[src/rtl/hazard_ctrl.sv]
// Hazard control for a 5-stage pipeline with ID-stage branch compare.
// Tracks EX/MEM/WB destinations; drives EX/ID forward selects, stall and bubble.
//
// Ports:
//   clk, reset                      clock, synchronous active-high reset
//   rs_id, rt_id, use_rs_id,
//   use_rt_id, branch_id            operand usage of the ID instruction
//   a3_id, regwrite_id, memtoreg_id destination info of the ID instruction
//   forward_a_ex, forward_b_ex      EX operand selects (00 rf, 01 wb, 10 mem)
//   forward_a_id, forward_b_id      ID compare selects (0 rf, 1 mem)
//   stall, bubble_ex                hold PC/IF-ID, squash into ID/EX
//   a3_mem, a3_wb                   tracked destinations
module hazard_ctrl (
  input  logic       clk,
  input  logic       reset,
  input  logic [4:0] rs_id,
  input  logic [4:0] rt_id,
  input  logic       use_rs_id,
  input  logic       use_rt_id,
  input  logic       branch_id,
  input  logic [4:0] a3_id,
  input  logic       regwrite_id,
  input  logic       memtoreg_id,
  output logic [1:0] forward_a_ex,
  output logic [1:0] forward_b_ex,
  output logic       forward_a_id,
  output logic       forward_b_id,
  output logic       stall,
  output logic       bubble_ex,
  output logic [4:0] a3_mem,
  output logic [4:0] a3_wb
);

  logic [4:0] rs_ex_q, rs_ex_d;
  logic [4:0] rt_ex_q, rt_ex_d;
  logic [4:0] a3_ex_q, a3_ex_d;
  logic       rw_ex_q, rw_ex_d;
  logic       mtr_ex_q, mtr_ex_d;

  logic [4:0] a3_mem_q, a3_mem_d;
  logic       rw_mem_q, rw_mem_d;
  logic       mtr_mem_q, mtr_mem_d;

  logic [4:0] a3_wb_q, a3_wb_d;
  logic       rw_wb_q, rw_wb_d;

  logic ex_wr, mem_wr, wb_wr;
  logic match_ex, match_mem;
  logic stall_w;

  // Register 0 is hard-wired, so it never counts as a produced value.
  assign ex_wr  = rw_ex_q  && (a3_ex_q  != 5'd0);
  assign mem_wr = rw_mem_q && (a3_mem_q != 5'd0);
  assign wb_wr  = rw_wb_q  && (a3_wb_q  != 5'd0);

  assign match_ex =
    ex_wr &&
    ((use_rs_id && (a3_ex_q == rs_id)) ||
     (use_rt_id && (a3_ex_q == rt_id)));

  assign match_mem =
    mem_wr &&
    ((use_rs_id && (a3_mem_q == rs_id)) ||
     (use_rt_id && (a3_mem_q == rt_id)));

  // Loads produce only at the end of MEM; branches consume in ID,
  // so a branch must wait for any EX producer and for a MEM load.
  assign stall_w =
    (mtr_ex_q && match_ex) ||
    (branch_id && match_ex) ||
    (branch_id && mtr_mem_q && match_mem);

  assign stall     = stall_w;
  assign bubble_ex = stall_w;

  always_comb begin
    forward_a_ex = 2'b00;
    if (mem_wr && (a3_mem_q == rs_ex_q))
      forward_a_ex = 2'b10;
    else if (wb_wr && (a3_wb_q == rs_ex_q))
      forward_a_ex = 2'b01;
  end

  always_comb begin
    forward_b_ex = 2'b00;
    if (mem_wr && (a3_mem_q == rt_ex_q))
      forward_b_ex = 2'b10;
    else if (wb_wr && (a3_wb_q == rt_ex_q))
      forward_b_ex = 2'b01;
  end

  // WB values reach ID through the write-first register file.
  assign forward_a_id =
    branch_id && use_rs_id && !stall_w &&
    mem_wr && !mtr_mem_q && (a3_mem_q == rs_id);

  assign forward_b_id =
    branch_id && use_rt_id && !stall_w &&
    mem_wr && !mtr_mem_q && (a3_mem_q == rt_id);

  assign a3_mem = a3_mem_q;
  assign a3_wb  = a3_wb_q;

  always_comb begin
    rs_ex_d  = rs_id;
    rt_ex_d  = rt_id;
    a3_ex_d  = a3_id;
    rw_ex_d  = regwrite_id;
    mtr_ex_d = memtoreg_id;
    if (stall_w) begin
      rs_ex_d  = 5'd0;
      rt_ex_d  = 5'd0;
      a3_ex_d  = 5'd0;
      rw_ex_d  = 1'b0;
      mtr_ex_d = 1'b0;
    end
    a3_mem_d  = a3_ex_q;
    rw_mem_d  = rw_ex_q;
    mtr_mem_d = mtr_ex_q;
    a3_wb_d   = a3_mem_q;
    rw_wb_d   = rw_mem_q;
  end

  always_ff @(posedge clk) begin
    if (reset) begin
      rs_ex_q   <= 5'd0;
      rt_ex_q   <= 5'd0;
      a3_ex_q   <= 5'd0;
      rw_ex_q   <= 1'b0;
      mtr_ex_q  <= 1'b0;
      a3_mem_q  <= 5'd0;
      rw_mem_q  <= 1'b0;
      mtr_mem_q <= 1'b0;
      a3_wb_q   <= 5'd0;
      rw_wb_q   <= 1'b0;
    end else begin
      rs_ex_q   <= rs_ex_d;
      rt_ex_q   <= rt_ex_d;
      a3_ex_q   <= a3_ex_d;
      rw_ex_q   <= rw_ex_d;
      mtr_ex_q  <= mtr_ex_d;
      a3_mem_q  <= a3_mem_d;
      rw_mem_q  <= rw_mem_d;
      mtr_mem_q <= mtr_mem_d;
      a3_wb_q   <= a3_wb_d;
      rw_wb_q   <= rw_wb_d;
    end
  end

endmodule

[config.mk]
export PLATFORM = sky130hd
export DESIGN_NAME = hazard_ctrl
export DESIGN_NICKNAME = d
export VERILOG_FILES = /design/src/rtl/hazard_ctrl.sv
export SDC_FILE = /design/constraint.sdc
export NUM_CORES = 1
export LEC_CHECK = 0
export BUFFER_PORTS_ARGS = -buffer_cell sky130_fd_sc_hd__buf_4
export CORE_MARGIN = 2
export CORE_UTILIZATION = 47
export DETAILED_ROUTE_END_ITERATION = 10
export GPL_TIMING_DRIVEN = 0
export PLACE_DENSITY = 0.8
export SYNTH_ARGS = -nofsm -noshare
export SYNTH_HDL_FRONTEND = slang
export SYNTH_SLANG_ARGS = --single-unit
[constraint.sdc]
create_clock -name clk -period 2.2 [get_ports clk]
set_input_delay 0.44 -clock clk [delete_from_list [all_inputs] [get_ports clk]]
set_output_delay 0.44 -clock clk [all_outputs]
set_load 0.05 [all_outputs]
==> Yosys cells after proc, flatten, opt, wreduce, memory -nomap -nowiden <==
Cells that the tools add are included.
{ "totals": {"mem_count": 0, "ram_bits": 0, "input_bits": 22, "out_inout_bits": 18, "latch_bits": 0, "register_bits": 30, "rom_bits": 0} }
{ "op_classes": {"addsub": 0, "bitwise_logic": 0, "n_reduce_logical": 37, "eq_ne": 8, "shifts": 0, "div": 0, "n_lt_le_gt_ge": 0, "n_mul": 0, "mux": 4} }
{ "ops": {"columns": ["op", "n"], "rows": [
  ["5-bit equality test", 8],
  ["1-bit logical AND", 27],
  ["5-bit nonzero test", 3],
  ["1-bit logical OR", 4],
  ["2-bit 2-to-1 mux", 2],
  ["1-bit logical NOT", 2],
  ["1-bit 2-to-1 mux", 2],
  ["2-bit OR reduction", 1]
]} }

==> Depth between registers and ports, before layout <==
{ "depth": {"ltp_word": 12, "ltp_mapped": 8} }

==> Worst setup path after synthesis <==
Ideal clock, no wire load.
{ "synth_path": {"path_type": "flip-flop to output port", "start": "register a3_mem_q[2], in the netlist a3_mem[2]", "end": "output port forward_a_ex[0]", "stages_incl_launch_ff": 6, "required_time_ns": 1.760, "arrival_time_ns": 3.481, "slack_ns": -1.721, "path_buffers": 1, "path_cell_list": "dfxtp_1 buf_2 or4_4 o21ai_0 nor4_1 nor4_1"} }
{ "synth_via": {"elab_chain_len": 4, "word_cells_on_any_way": 5, "classes_between": "eq/ne (1); mux (1); reduce/logical (3)"} }
{ "synth_lines": {"columns": ["element", "line", "rtl"], "rows": [
  ["start, declared", "40", "logic [4:0] a3_mem_q, a3_mem_d;"],
  ["start signal, assigned", "142", "a3_mem_q <= a3_mem_d;"],
  ["5-bit nonzero test", "53", "assign mem_wr = rw_mem_q && (a3_mem_q != 5'd0);"],
  ["1-bit logical AND", "53", null],
  ["1-bit logical AND (*)", "78", "if (mem_wr && (a3_mem_q == rs_ex_q))"],
  ["2-bit 2-to-1 mux (*)", "78", null],
  ["end, declared", "24", "output logic [1:0] forward_a_ex,"]
]} }
Mark *: on every way between the ends. The rest lies on a longest branch, timed or not.

==> Final worst setup path <==
{ "layout_path": {"start": "register a3_mem_q[3], in the netlist a3_mem[3]", "end": "output port stall"} }
{ "layout_via": {"elab_chain_len": 6, "word_cells_on_any_way": 10, "classes_between": "eq/ne (2); reduce/logical (8)"} }
{ "layout_lines": {"columns": ["element", "line", "rtl"], "rows": [
  ["5-bit equality test, on equally long branches", "63, 64", null],
  ["1-bit logical AND, on equally long branches", "63, 64", null],
  ["1-bit logical OR", "63", "((use_rs_id && (a3_mem_q == rs_id)) ||"],
  ["1-bit logical AND (*)", "62", "mem_wr &&"],
  ["1-bit logical AND (*)", "71", "(branch_id && mtr_mem_q && match_mem);"],
  ["1-bit logical OR (*)", "70", "(branch_id && match_ex) ||"],
  ["end, declared", "28", "output logic stall,"]
]} }
Marked as above.

==> results.sh <==
export IMPL_outcome="complete, but fails checks"
export IMPL_violations="negative setup slack"
export IMPL_placed_area_um2=2030
export IMPL_grt_usage_pct=25.3
export IMPL_setup_viol=8
export IMPL_worst_pin_slew_ns=0.797
export IMPL_grt_pass1_wl_mm=6.45
export IMPL_grt_pass1_vias=1345
export IMPL_synth_edff_count=0
export IMPL_synthCells=142
export IMPL_die_area_um2=3740
export IMPL_p_per_area_nw_per_um2=502
export IMPL_final_max_slew_viol_count=0
export IMPL_gr_total_overflow=0
export IMPL_crit_required_ns=1.76
export IMPL_synth_ff_type="dfxtp_1"
export IMPL_std_cell_rows=20
export IMPL_first_pass_iters=4
export IMPL_syn_nets=164
export IMPL_vias=1298
export IMPL_utilization_pct=73.0
export IMPL_ys_seq_area_share_pct=39.1
export IMPL_diodes=0
export IMPL_cp_arrival_ns=2.13
export IMPL_period_share_pct=117
export IMPL_stdcell_area_um2=2250
export IMPL_crit_type="flip-flop to output pin"
export IMPL_p_total_mw=1.13
export IMPL_syn2layout_area_growth_pct=46.3
export IMPL_syn_area_per_cell_um2=10.8
export IMPL_finalClockSkew_ns=0.00479
export IMPL_async_flop_share_pct=0
export IMPL_worst_slew_margin_rel_pct=46.9
export IMPL_port_buffers=38
export IMPL_synth_cell_type_count=25
export IMPL_cts_root_buf="clkbuf_4"
export IMPL_clock_latency_ns=0.34
export IMPL_ir_drop_mv=0.419
export IMPL_r2r_slack_ns=0.13
export IMPL_via_per_inst=5.30
export IMPL_drc=0
export IMPL_grt_max_degree=11
export IMPL_fmax_mhz=389
export IMPL_end_kind="output pin"
export IMPL_dieWidth_um=61.2
export IMPL_cts_tree="done"
export IMPL_dp_cells=224
export IMPL_netlist_area_leader_share_pct=39.1
export IMPL_drtIter0Drc=25
export IMPL_cts_made_buffers=5
export IMPL_gp_congestion=0.894
export IMPL_synth_largest_area_cell="dfxtp_1"
export IMPL_rsz0062_at_grt="yes"
export IMPL_crit_fanout=4
export IMPL_pwr_share_comb_pct=19.8
export IMPL_hpwl_mm=2.79
export IMPL_final_hold_violation_count=0
export IMPL_switching_power_mw=0.333
export IMPL_hold_class="input pin to flip-flop"
export IMPL_whs_ns=0.381
export IMPL_clk_pin_slew_worst_paths_ns=0.09
export IMPL_period_minus_slack_ns=2.57
export IMPL_ys_warn_count=0
export IMPL_wl_per_cell_um=17.1
export IMPL_pwr_share_clk_pct=27.7
export IMPL_antenna_left=0
export IMPL_core_um2=3080
export IMPL_layout_drive_gt1_share_pct=53.2
export IMPL_dieHeight_um=61.2
export IMPL_ioPinCount=40
export IMPL_synth_area_leaders="dfxtp_1, xor2_1, nor4b_2, xnor2_1, nor2b_1"
export IMPL_fin_cells=245
export IMPL_p_leak_nw=0.960
export IMPL_clock_sinks=30
export IMPL_switching_share_pct=29.5
export IMPL_startpoint_type="flip-flop"
export IMPL_clk_path_buf_depth=2
export IMPL_setup_ws_ns=-0.370
export IMPL_initial_utilization_pct=49.9
export IMPL_cap_violations=0
export IMPL_synth_common_cells="dfxtp_1, xor2_1, nor2b_1"
export IMPL_antenna_found_initial=0
export IMPL_cts_hold_buf=0
export IMPL_cts_htree_levels=2
export IMPL_drt_total_wl_mm=4.19
export IMPL_nNetsFinal=222
export IMPL_intPower_mw=0.795
export IMPL_seqPwrFrac_pct=52.5
export IMPL_syn_area_um2=1540
export IMPL_synth_seq_cells=30
## power by group through the flow
stage	clock, mW	combinational, mW	sequential [mW]
after detailed placement	0	0.206	0.602
after global placement	0	0.201	0.600
after CTS	0.314	0.218	0.591
final	0.313	0.223	0.593
after floorplan	0	0.119	0.617
after global routing	0.334	0.239	0.596
## final timing paths
path	from	endpoint	cells after the start
max	a3_mem[3]$_SDFF_PP0_	stall	6
min reg2reg	rw_ex_q$_SDFF_PP0_	rw_mem_q$_SDFF_PP0_	1
max reg2reg	a3_ex_q[3]$_SDFF_PP0_	rt_ex_q[1]$_SDFF_PP0_	7
min	regwrite_id	rw_ex_q$_SDFF_PP0_	2
## layout by cell type (no fill, tap or decap), drive strengths merged, types with 4 or more instances in the layout
cell    count
buf        61
xor2       30
dfxtp      30
nor4b      19
nor2b      13
xnor2      10
clkbuf      9
nor4        8
or4         5
nand3       4
## critical path, stage by stage (launching register included)
cell	delay, ns
dfxtp_4	0.37
or4_4	0.53
o21a_1	0.22
o2111a_2	0.16
or2_4	0.26
buf_8	0.12
buf_8	0.14
## per-layer routing
layer  vias to the layer above  GRT usage [%]  routed length [um]
met5                         -              0                   0
met4                         0           16.8                 150
met3                        15           6.72                 226
met2                        54           45.9                2320
met1                       613           25.1                1490
li1                        616              -                   -
## cell type report
type                    count  area [um^2]
well taps                  44         55.1
repair buffers             57          458
multi-input cells          99          978
flip-flops and latches     30          639
plain buffers               7         65.1
clock inverters             2         10.0
fillers                   233          831
clock buffers               6         41.3
## state kept, by name, indices dropped and copies added (netlist names)
| signal | cells |
|---|---|
| rw_ex_q | 1 |
| rw_mem_q | 1 |
| a3_mem | 5 |
| rt_ex_q | 5 |
| a3_wb | 5 |
| rs_ex_q | 5 |
| mtr_ex_q | 1 |
| a3_ex_q | 5 |
| rw_wb_q | 1 |
| mtr_mem_q | 1 |
## stage by stage
stage | setup slack [ns] | TNS, ns
5_1_grt | -0.416 | -2.35
2_1_floorplan | -0.273 | -0.934
6_report | -0.370 | -1.86
3_3_place_gp | -0.440 | -0.874
4_1_cts | -0.406 | -1.86
3_5_place_dp | -0.560 | -1.29
## cell families (layout without fill, tap and decap cells)
| group | Yosys count | after routing | share of synthesized area, % |
|---|---|---|---|
| xor gates and xnor gates | 40 | 40 | 22.8 |
| AOI/OAI and AO/OA | 6 | 6 | 2.77 |
| buffers and inverters | 13 | 72 | 5.86 |
| DFF | 30 | 30 | 39.1 |
| and+or+nand+nor | 53 | 53 | 29.5 |
## timing repair
action                                  CTS  global route
setup buffers                            16             3
resized for setup                        17             3
pin swaps                                 9             7
endpoints found under the setup margin    8             8
(Power assumes the default switching activity.)
